--- src/rtl/flipper_pkg.sv ---
// Shared constants, speed/trig types and FSM states for the flipper bounce path.
package flipper_pkg;
    localparam int unsigned TRIG_ONE   = 1024;
    localparam int unsigned TRIG_SHIFT = 10;
    localparam int unsigned TRIG_W     = 12;
    localparam int unsigned SPEED_W    = 11;
    localparam int unsigned ALPHA_W    = 7;
    localparam int unsigned ALPHA_MAX  = 90;

    typedef logic signed [SPEED_W-1:0] speed_t;
    typedef logic signed [TRIG_W-1:0]  trig_t;

    typedef enum logic [2:0] {
        IDLE,
        ROTATE,
        REFLECT,
        UNROTATE,
        OUTPUT,
        COOLDOWN
    } state_t;
endpackage

--- src/rtl/flipper_trig_rom.sv ---
// Combinational sine/cosine lookup, 0..90 degrees, scaled by TRIG_ONE.
module flipper_trig_rom
    import flipper_pkg::*;
(
    input  logic [ALPHA_W-1:0] i_alpha,
    output trig_t              o_cos,
    output trig_t              o_sin
);
    logic [ALPHA_W-1:0] w_alpha;

    // Only a sine table is stored; cos(a) is read as sin(90 - a).
    function automatic trig_t sin_lut(input logic [ALPHA_W-1:0] a);
        case (a)
            7'd0:  sin_lut = 12'sd0;    7'd1:  sin_lut = 12'sd18;   7'd2:  sin_lut = 12'sd36;
            7'd3:  sin_lut = 12'sd54;   7'd4:  sin_lut = 12'sd71;   7'd5:  sin_lut = 12'sd89;
            7'd6:  sin_lut = 12'sd107;  7'd7:  sin_lut = 12'sd125;  7'd8:  sin_lut = 12'sd143;
            7'd9:  sin_lut = 12'sd160;  7'd10: sin_lut = 12'sd178;  7'd11: sin_lut = 12'sd195;
            7'd12: sin_lut = 12'sd213;  7'd13: sin_lut = 12'sd230;  7'd14: sin_lut = 12'sd248;
            7'd15: sin_lut = 12'sd265;  7'd16: sin_lut = 12'sd282;  7'd17: sin_lut = 12'sd299;
            7'd18: sin_lut = 12'sd316;  7'd19: sin_lut = 12'sd333;  7'd20: sin_lut = 12'sd350;
            7'd21: sin_lut = 12'sd367;  7'd22: sin_lut = 12'sd384;  7'd23: sin_lut = 12'sd400;
            7'd24: sin_lut = 12'sd416;  7'd25: sin_lut = 12'sd433;  7'd26: sin_lut = 12'sd449;
            7'd27: sin_lut = 12'sd465;  7'd28: sin_lut = 12'sd481;  7'd29: sin_lut = 12'sd496;
            7'd30: sin_lut = 12'sd512;  7'd31: sin_lut = 12'sd527;  7'd32: sin_lut = 12'sd543;
            7'd33: sin_lut = 12'sd558;  7'd34: sin_lut = 12'sd573;  7'd35: sin_lut = 12'sd587;
            7'd36: sin_lut = 12'sd602;  7'd37: sin_lut = 12'sd616;  7'd38: sin_lut = 12'sd630;
            7'd39: sin_lut = 12'sd644;  7'd40: sin_lut = 12'sd658;  7'd41: sin_lut = 12'sd672;
            7'd42: sin_lut = 12'sd685;  7'd43: sin_lut = 12'sd698;  7'd44: sin_lut = 12'sd711;
            7'd45: sin_lut = 12'sd724;  7'd46: sin_lut = 12'sd737;  7'd47: sin_lut = 12'sd749;
            7'd48: sin_lut = 12'sd761;  7'd49: sin_lut = 12'sd773;  7'd50: sin_lut = 12'sd784;
            7'd51: sin_lut = 12'sd796;  7'd52: sin_lut = 12'sd807;  7'd53: sin_lut = 12'sd818;
            7'd54: sin_lut = 12'sd828;  7'd55: sin_lut = 12'sd839;  7'd56: sin_lut = 12'sd849;
            7'd57: sin_lut = 12'sd859;  7'd58: sin_lut = 12'sd868;  7'd59: sin_lut = 12'sd878;
            7'd60: sin_lut = 12'sd887;  7'd61: sin_lut = 12'sd896;  7'd62: sin_lut = 12'sd904;
            7'd63: sin_lut = 12'sd912;  7'd64: sin_lut = 12'sd920;  7'd65: sin_lut = 12'sd928;
            7'd66: sin_lut = 12'sd935;  7'd67: sin_lut = 12'sd943;  7'd68: sin_lut = 12'sd949;
            7'd69: sin_lut = 12'sd956;  7'd70: sin_lut = 12'sd962;  7'd71: sin_lut = 12'sd968;
            7'd72: sin_lut = 12'sd974;  7'd73: sin_lut = 12'sd979;  7'd74: sin_lut = 12'sd984;
            7'd75: sin_lut = 12'sd989;  7'd76: sin_lut = 12'sd994;  7'd77: sin_lut = 12'sd998;
            7'd78: sin_lut = 12'sd1002; 7'd79: sin_lut = 12'sd1005; 7'd80: sin_lut = 12'sd1008;
            7'd81: sin_lut = 12'sd1011; 7'd82: sin_lut = 12'sd1014; 7'd83: sin_lut = 12'sd1016;
            7'd84: sin_lut = 12'sd1018; 7'd85: sin_lut = 12'sd1020; 7'd86: sin_lut = 12'sd1022;
            7'd87: sin_lut = 12'sd1023; 7'd88: sin_lut = 12'sd1023; 7'd89: sin_lut = 12'sd1024;
            default: sin_lut = trig_t'(TRIG_ONE);
        endcase
    endfunction

    assign w_alpha = (i_alpha > ALPHA_W'(ALPHA_MAX)) ? ALPHA_W'(ALPHA_MAX) : i_alpha;
    assign o_sin   = sin_lut(w_alpha);
    assign o_cos   = sin_lut(ALPHA_W'(ALPHA_MAX) - w_alpha);
endmodule

--- src/rtl/flipper_bounce.sv ---
// Reflects the ball speed off a flipper: rotate into the flipper frame, mirror
// the normal component (plus kick), rotate back, saturate, then wait out a cooldown.
module flipper_bounce
    import flipper_pkg::*;
#(
    parameter int          MAX_SPEED       = 400,
    parameter int          KICK            = 120,
    parameter int unsigned COOLDOWN_FRAMES = 4
) (
    input  logic               clk,
    input  logic               resetN,
    input  logic               startOfFrame,
    input  logic               collision,
    input  logic [ALPHA_W-1:0] alpha_in,
    input  logic               flipper_moving,
    input  speed_t             Xspeed_in,
    input  speed_t             Yspeed_in,
    output speed_t             Xspeed_out,
    output speed_t             Yspeed_out,
    output logic               bounce_valid,
    output logic               busy
);
    localparam int unsigned PROD_W = 24;
    localparam int unsigned TN_W   = 12;
    localparam int unsigned NP_W   = 13;
    localparam int unsigned SH_W   = 14;
    localparam int unsigned CNT_W  = (COOLDOWN_FRAMES > 1) ? $clog2(COOLDOWN_FRAMES) : 1;

    localparam logic signed [SH_W-1:0] MAX_POS = SH_W'(MAX_SPEED);
    localparam logic signed [SH_W-1:0] MAX_NEG = SH_W'(-MAX_SPEED);
    localparam logic signed [NP_W-1:0] KICK_S  = NP_W'(KICK);

    state_t                   r_state, w_next;
    logic [ALPHA_W-1:0]       r_alpha;
    speed_t                   r_vx, r_vy, r_xout, r_yout;
    logic                     r_moving, r_bv, r_busy;
    logic signed [TN_W-1:0]   r_t, r_n;
    logic signed [NP_W-1:0]   r_np;
    logic [CNT_W-1:0]         r_cool;
    trig_t                    w_cos, w_sin;
    logic signed [PROD_W-1:0] w_prod_t, w_prod_n, w_prod_x, w_prod_y;
    logic signed [SH_W-1:0]   w_x_sh, w_y_sh;
    logic                     w_capture, w_rotate, w_reflect, w_unrotate, w_cool_step;
    logic                     w_cool_last;

    function automatic speed_t sat(input logic signed [SH_W-1:0] v);
        if (v > MAX_POS)      sat = speed_t'(MAX_POS);
        else if (v < MAX_NEG) sat = speed_t'(MAX_NEG);
        else                  sat = speed_t'(v);
    endfunction

    flipper_trig_rom u_trig (
        .i_alpha (r_alpha),
        .o_cos   (w_cos),
        .o_sin   (w_sin)
    );

    assign w_prod_t = -(PROD_W'(r_vx) * PROD_W'(w_cos)) + PROD_W'(r_vy) * PROD_W'(w_sin);
    assign w_prod_n =   PROD_W'(r_vx) * PROD_W'(w_sin)  + PROD_W'(r_vy) * PROD_W'(w_cos);
    assign w_prod_x = -(PROD_W'(r_t)  * PROD_W'(w_cos)) + PROD_W'(r_np) * PROD_W'(w_sin);
    assign w_prod_y =   PROD_W'(r_t)  * PROD_W'(w_sin)  + PROD_W'(r_np) * PROD_W'(w_cos);
    assign w_x_sh   = SH_W'(w_prod_x >>> TRIG_SHIFT);
    assign w_y_sh   = SH_W'(w_prod_y >>> TRIG_SHIFT);

    assign w_cool_last = (r_cool == CNT_W'(COOLDOWN_FRAMES - 1));

    always_ff @(posedge clk or negedge resetN) begin
        if (!resetN) r_state <= IDLE;
        else         r_state <= w_next;
    end

    always_comb begin
        w_next = r_state;
        case (r_state)
            IDLE:     if (collision) w_next = ROTATE;
            ROTATE:   w_next = REFLECT;
            REFLECT:  w_next = (r_n > TN_W'(0)) ? UNROTATE : IDLE;
            UNROTATE: w_next = OUTPUT;
            OUTPUT:   w_next = COOLDOWN;
            COOLDOWN: if (startOfFrame && w_cool_last) w_next = IDLE;
            default:  w_next = IDLE;
        endcase
    end

    always_comb begin
        w_capture   = 1'b0;
        w_rotate    = 1'b0;
        w_reflect   = 1'b0;
        w_unrotate  = 1'b0;
        w_cool_step = 1'b0;
        case (r_state)
            IDLE:     w_capture   = collision;
            ROTATE:   w_rotate    = 1'b1;
            REFLECT:  w_reflect   = 1'b1;
            UNROTATE: w_unrotate  = 1'b1;
            COOLDOWN: w_cool_step = startOfFrame;
            default:  ;
        endcase
    end

    always_ff @(posedge clk or negedge resetN) begin
        if (!resetN) begin
            r_alpha  <= '0;
            r_vx     <= '0;
            r_vy     <= '0;
            r_moving <= 1'b0;
            r_t      <= '0;
            r_n      <= '0;
            r_np     <= '0;
            r_xout   <= '0;
            r_yout   <= '0;
            r_cool   <= '0;
            r_bv     <= 1'b0;
            r_busy   <= 1'b0;
        end else begin
            if (w_capture) begin
                r_alpha  <= (alpha_in > ALPHA_W'(ALPHA_MAX)) ? ALPHA_W'(ALPHA_MAX) : alpha_in;
                r_vx     <= Xspeed_in;
                r_vy     <= Yspeed_in;
                r_moving <= flipper_moving;
            end
            if (w_rotate) begin
                r_t <= TN_W'(w_prod_t >>> TRIG_SHIFT);
                r_n <= TN_W'(w_prod_n >>> TRIG_SHIFT);
            end
            if (w_reflect) r_np <= -NP_W'(r_n) - (r_moving ? KICK_S : NP_W'(0));
            if (w_unrotate) begin
                r_xout <= sat(w_x_sh);
                r_yout <= sat(w_y_sh);
            end
            if (w_cool_step) r_cool <= w_cool_last ? '0 : r_cool + CNT_W'(1);
            r_bv   <= (w_next == OUTPUT);
            r_busy <= (w_next != IDLE);
        end
    end

    assign Xspeed_out   = r_xout;
    assign Yspeed_out   = r_yout;
    assign bounce_valid = r_bv;
    assign busy         = r_busy;
endmodule

--- config.mk ---
export PLATFORM = sky130hd
export DESIGN_NAME = flipper_bounce
export DESIGN_NICKNAME = d
export VERILOG_FILES = /design/src/rtl/flipper_pkg.sv /design/src/rtl/flipper_trig_rom.sv /design/src/rtl/flipper_bounce.sv
export SDC_FILE = /design/constraint.sdc
export NUM_CORES = 2
export LEC_CHECK = 0
export CORE_UTILIZATION = 65
export DETAILED_ROUTE_END_ITERATION = 7
export GPL_TIMING_DRIVEN = 0
export HOLD_SLACK_MARGIN = 0.05
export PLACE_DENSITY = 0.89
export SYNTH_ARGS = -nofsm -noshare
export SYNTH_HDL_FRONTEND = slang
export SYNTH_SLANG_ARGS = --single-unit
--- constraint.sdc ---
create_clock -name clk -period 12.3 [get_ports clk]
set_input_delay 2.46 -clock clk [delete_from_list [all_inputs] [get_ports clk]]
set_output_delay 2.46 -clock clk [all_outputs]
set_load 0.01 [all_outputs]
# Word-level counts from Yosys, hierarchy flattened
# Memory sizes are Yosys's and may differ from the RTL's.
# Index checks and enable logic that the tools add are counted.
# totals
ff_bits	96
latchBits	0
mem_bits_rw	0
rom_bits	2816
inputBits	34
output_inout_bits	24
mem_count	2
# mem_list
name	depth	word_bits	rd	rd_ports_with_merged_regs	write_ports	line	source
(no name shown)	128	11	1	0	0	flipper_trig_rom.sv:13	case (a)
(no name shown)	128	11	1	0	0	flipper_trig_rom.sv:13	
# classes
add_sub_neg	10
n_mul	8
n_div	0
n_lt_le_gt_ge	7
n_eq_ne	7
shift	0
n_mux	17
bitwise	0
reduce_logical	3
# ops
cell	n
multiplier 11 x 12 -> 22 bit	4
adder 24 bit	2
multiplier 12 x 12 -> 24 bit	2
multiplier 13 x 12 -> 24 bit	2
adder 22 bit	2
2-to-1 mux 11 bit	4
greater-than comparator 14 x 10 -> 1 bit, second input constant	2
< comparator 14 x 10 -> 1 bit, second input constant	2
negator 24 bit	1
negator 22 bit	1
2-to-1 mux 7 bit	3
case mux 3 bit (6 select lines)	1
greater-than comparator 7 bit, second input constant	2
negator 12 -> 13 bit	1
subtractor 13 x 8 -> 13 bit	1
greater-than comparator 12 x 1 -> 1 bit, second input constant	1
== test 3 bit, second input constant	3
subtractor 7 bit, first input constant	1
== test 3 x 2 -> 1 bit, second input constant	2
2-to-1 mux 3 bit	2
2-to-1 mux 1 bit	5
2-to-1 mux 2 bit	2
== test 3 x 1 -> 1 bit, second input constant	1
zero test 3 bit	1
other kinds (4)	4

# Depth between registers and ports, before layout
# An unclocked memory read counts as a cell.
# logic_depth
ltp_word	10
mapped_depth	48

# Modules after synthesis
# A second synthesis with hierarchy kept.
# unflattened
cells_unflattened	5384
hier_area_um2	49164.7
# modules_own_cells
mod	instances	cells_per_inst	area_each_um2	seq_area_each_um2
flipper_bounce	1	4933	46268.1	2402.3
flipper_trig_rom	1	451	2896.5	0.0

# Least setup slack after synthesis
# No wires, ideal clock.
# synth_path
kind	register to register
from	reg r_alpha[6]
to	reg r_xout[4] (netlist: Xspeed_out[4])
setup_time_ns	0.121
arrival_ns	10.429
t_required_ns	12.179
path_slack_ns	1.750
path_stages_with_launch	46
period_less_slack_ns	10.550
cell_sequence	dfrtp_1 -> buf_4 -> buf_6 -> a21oi_1 -> nand2_2 -> inv_1 -> ha_1 -> clkbuf_1 -> o21ai_1 -> o311ai_4 -> clkbuf_1 -> clkbuf_1 -> buf_1 -> a211oi_1 -> o21ai_0 -> nand3_1 -> o41ai_1 -> clkbuf_1 -> (+10 left out) -> inv_1 -> fa_1 -> inv_1 -> ha_1 -> clkbuf_1 -> a21o_1 -> a21o_1 -> a21o_1 -> nand2_1 -> nand2_1 -> a21o_1 -> and2_1 -> a211o_1 -> a211oi_1 -> nor2_1 -> nor3_2 -> a32oi_2 -> o22a_1
# synth_via
elab_chain_cells	10
word_cells_on_any_way	13
# synth_lines
item	line	source
from (decl)	flipper_bounce.sv:34	logic [ALPHA_W-1:0] r_alpha;
from (signal assigned)	flipper_bounce.sv:117	r_alpha <= (alpha_in > ALPHA_W'(ALPHA_MAX)) ? ALPHA_W'(ALPHA_MAX) : alpha_in;
greater-than comparator 7 bit	flipper_trig_rom.sv:48	assign w_alpha = (i_alpha > ALPHA_W'(ALPHA_MAX)) ? ALPHA_W'(ALPHA_MAX) : i_alpha;
2-to-1 mux 7 bit (*)	flipper_trig_rom.sv:48	
subtractor 7 bit	flipper_trig_rom.sv:50	assign o_cos = sin_lut(ALPHA_W'(ALPHA_MAX) - w_alpha);
memory read (128 x 11 bit)	n/a	
multiplier 12 x 12 -> 24 bit	flipper_bounce.sv:60	assign w_prod_x = -(PROD_W'(r_t) * PROD_W'(w_cos)) + PROD_W'(r_np) * PROD_W'(w_sin);
negator 24 bit	flipper_bounce.sv:60	
adder 24 bit (*)	flipper_bounce.sv:60	
< comparator 14 x 10 -> 1 bit	flipper_bounce.sv:48	else if (v < MAX_NEG) sat = speed_t'(MAX_NEG);
2-to-1 mux 11 bit	flipper_bounce.sv:48	
2-to-1 mux 11 bit (*)	flipper_bounce.sv:47	if (v > MAX_POS) sat = speed_t'(MAX_POS);
to (signal assigned)	flipper_bounce.sv:128	r_xout <= sat(w_x_sh);
to (decl)	flipper_bounce.sv:35	speed_t r_vx, r_vy, r_xout, r_yout;
# Every way passes the cells marked *; elsewhere a longest branch is shown, timed or not.
# A chain may end at the register's enable or synchronous reset.

# Final worst setup path
# layout_path
from	reg r_alpha[3]
to	reg r_n[11]
# layout_via
elab_chain_cells	6
word_cells_on_any_way	8
# layout_lines
item	line	source
greater-than comparator 7 bit	flipper_trig_rom.sv:48	
2-to-1 mux 7 bit (*)	flipper_trig_rom.sv:48	
subtractor 7 bit	flipper_trig_rom.sv:50	
memory read (128 x 11 bit)	n/a	
multiplier 11 x 12 -> 22 bit	flipper_bounce.sv:59	assign w_prod_n = PROD_W'(r_vx) * PROD_W'(w_sin) + PROD_W'(r_vy) * PROD_W'(w_cos);
adder 22 bit (*)	flipper_bounce.sv:59	
to (signal assigned)	flipper_bounce.sv:124	r_n <= TN_W'(w_prod_n >>> TRIG_SHIFT);
to (decl)	flipper_bounce.sv:37	logic signed [TN_W-1:0] r_t, r_n;
# Marked as above.

==> summary.txt <==
Worst setup path
  • Required time of the critical path: approximately 13 ns
  • Crit-path slowest cell: clkbuf_1
  • Critical Path AT: 12.49 ns
  • Crit path top cell by count: fa_1
  • CP max FO: 12
  • Delay-heaviest family, CP: adder cells
  • Crit path largest cell delay: 1.11 ns
  • WP buf/inv: 11
  • RR Endpoint: r_n[11]$_DFFE_PN0P_
  • Path depth of the worst reg2reg path: 39
  • Setup CP Type: flop to flop
  • Crit. End Element: flop
  • Setup crit start kind: flop
  • Worst r2r src: r_alpha[3]$_DFFE_PN0P_
  • Flop2flop setup slack: around 0.084 ns

Die
  • Die Wd: 266 µm
  • DIE HEIGHT: 266 µm
  • Die area: 0.0710 mm²
  • Std-Cell Rows: 96
  • Initial Util: 65.9%
  • Core area: roughly 0.069 mm²
  • I/O Pins: 58

Synth
  • Synthesized area: about 0.045 mm²
  • Synth area leaders: fa_1, ha_1, inv_1, and2_1, dfrtp_1
  • FFs w/ async S/R, synth: 100%
  • Syn Area/Cell: 8.87 µm²
  • Yosys warns: 0
  • Sequential fraction of the synthesis area: 5.29%
  • Gate Count Post-Synth: a little over 5000
  • Share of the synthesized area in the top cell type: 44.2%
  • Cell taking the most area after synthesis: fa_1
  • Synthesized netlist net count: 6598
  • Seq cells post-synth: 96
  • Most used DFF post-synth: dfrtp_1
  • Yosys cell types: 95
  • Post-synth EDFFs: 0

GRT
  • GRT Max-Usage Layer: met2
  • Met1 Use GR: 60.7%
  • Met2 Use GR: 68.3%
  • First-pass GRT wire length: around 240 mm
  • Total global-route track usage: 48.1%
  • Total grt overflow: 0
  • Largest net degree at the start of global routing: 50
  • Met3 GRT Util: 18.4%
  • Initial antenna violation count: 24
  • Vias in the first global route: 39100

Worst hold path
  • Hold/Removal Path Class: flop to flop
  • Hold worst-path end: Xspeed_out[10]$_DFFE_PN0N_
  • Hold_sp: Xspeed_out[10]$_DFFE_PN0N_
  • Hold Path Depth: 1

Final layout
  • Most frequent cells in the layout: inv_1, fa_1, nand2_1
  • Final #Nets: 6695
  • Post-route cell area: approximately 0.048 mm²
  • Leading cell type in the layout, fill and taps excluded: inv_1
  • Area Growth Syn to Fin: 6.09%
  • Core Util, Final: between 60 and 70%
  • Fraction of layout cells with a size suffix above 1: 4.69%

STA
  • Pins over their slew limit: 14
  • Final setup skew: slightly above 0.04 ns
  • Setup violators final: 0
  • Fin. Hold Viols: 0
  • Max frequency: 0.0819 GHz
  • Worst slew pin tran: 1.52 ns
  • Min Tclk post-route: 12.22 ns
  • Final period utilization: 99.3%
  • Max_slew headroom: -1.13%

Clock tree
  • H-tree depth: 3
  • Hold buffers post-CTS: 0
  • CTS tree: done
  • CTS max path bufs: 2
  • Clock slew at reported path FFs: 0.09 ns
  • CTS Buf Count: 9
  • Clk root buf: clkbuf_16
  • Worst-Skew Late Latency: 0.44 ns
  • Clock sink total: 96

Routing
  • Via Count: 37800
  • Post-route ant nets: 0
  • Via-per-instance ratio: ~6.1
  • Drt wl/cell: 26.6 µm
  • TritonRoute pass-1 iters: 6
  • Drt drc: 0
  • Final WL: 164 mm
  • DRT iter0 DRCs: between 4000 and 5000

Place
  • Placed Area: 0.0473 mm²
  • Routability cong.: 1.06
  • HPWL after detailed placement: about 130 mm
  • Port Buffer Count: 57

Outcome
  • Outcome: complete, but fails checks
  • Failing checks: capacitance limit, slew limit

Flow run
  • # Max-Cap Violations: 1
==> worst max-delay path by stage <==
stage | start | end | slack (ns) | cells after the start
floorplan | r_alpha[6]$_DFFE_PN0P_ | Xspeed_out[4]$_DFFE_PN0N_ | 1.75 | 45
global placement | r_alpha[5]$_DFFE_PN0P_ | r_n[11]$_DFFE_PN0P_ | -3.60 | 40
detailed placement | r_alpha[5]$_DFFE_PN0P_ | r_n[11]$_DFFE_PN0P_ | -2.49 | 42
CTS | r_alpha[3]$_DFFE_PN0P_ | r_n[11]$_DFFE_PN0P_ | 0.01 | 45
global route | r_alpha[4]$_DFFE_PN0P_ | r_n[11]$_DFFE_PN0P_ | -0.03 | 46
finish | r_alpha[3]$_DFFE_PN0P_ | r_n[11]$_DFFE_PN0P_ | 0.08 | 39
==> kinds of logic after synthesis <==
logic type | share of synthesized area, %
buf+inv | 12.9
flops | 5.29
mux | 0.917
compound gates | 6.99
xor+xnor | 2.27
fa+ha+maj | 56.2
simple gates | 15.5
==> worst register-to-register path: cells and delay by family, from the launching register on <==
| family | cells | cell delay, ns |
|---|---|---|
| adder cells (fa/ha/maj) | 9 | 3.55 |
| buffers and inverters | 11 | 3.04 |
| AO/OA/AOI/OAI | 11 | 2.95 |
| AND/OR/NAND/NOR | 7 | 1.92 |
| flip-flops | 1 | 0.34 |
| XOR/XNOR | 1 | 0.28 |
==> synth_stat cells, types with 6 or more instances <==
library cell	number
a21o_1	42
mux2i_1	9
clkbuf_1	260
a2111oi_0	6
o21a_1	6
dfrtp_1	96
buf_4	6
a211oi_1	26
fa_1	1003
nor3_1	30
a311oi_1	9
o21ai_0	97
inv_1	1255
nand3_1	27
nor2b_1	52
o211ai_1	10
and2_1	418
o31ai_1	9
nand2_1	625
nor2_1	132
o21ai_1	16
nand4_1	12
xor2_1	27
mux2_2	25
o2111ai_1	7
buf_2	9
a21oi_1	122
a211o_1	7
xnor2_1	91
o21bai_1	10
ha_1	436
nand2b_1	21
and3_1	66
a31oi_1	13
or2_2	6
==> metrics by stage <==
step / TNS, ns / worst slack, ns / hold WS [ns] / instances
finish: 0 / 0.0841 / 0.487 / 6175
global route: -0.0254 / -0.0254 / 0.510 / 6161
floorplan: 0 / 1.75 / 0.450 / 5125
detailed placement: -51.45 / -2.49 / 0.466 / 6115
CTS: 0 / 0.0142 / 0.487 / 6138
global placement: -67.10 / -3.60 / 0.463 / 6113
==> final cells by class <==
type                            instances  area [µm²]
Multi-Input combinational cell       3484       37300
Clock buffer                            9         225
Sequential cell                        96        2400
Buffer                                280        1310
Inverter                             1262        4750
Antenna cell                           17        42.5
Timing Repair Buffer                   89         895
Tap cell                              931        1160
Clock inverter                          7        91.3
Fill cell                            5377       20700
==> metal layers <==
| layer | part of all wire [%] | wire [µm] |
|---|---|---|
| met1 | 36 | 58600 |
| met4 | 8.3 | 13700 |
| met3 | 15 | 23900 |
| met2 | 41 | 68000 |
| met5 | 0.11 | 180 |
==> registers in the layout, indices dropped and copies added, names as in the netlist, 2 cells and up <==
name	count
r_vy	11
r_cool	2
r_np	13
Yspeed_out	11
r_alpha	7
r_t	12
Xspeed_out	11
r_state	3
r_vx	11
r_n	12
==> repair_timing <==
action / 4_1_cts / 5_1_grt
cloned: 0 / 1
setup endpoints to repair: 42 / 32
pin swaps: 5 / 8
gates resized for setup: 80 / 106
buffers inserted: 10 / 20
endpoints found under the hold margin: 0 / 0
Power is not shown: default switching activity piles up to over one toggle a cycle in this logic, so the estimate is an artifact.
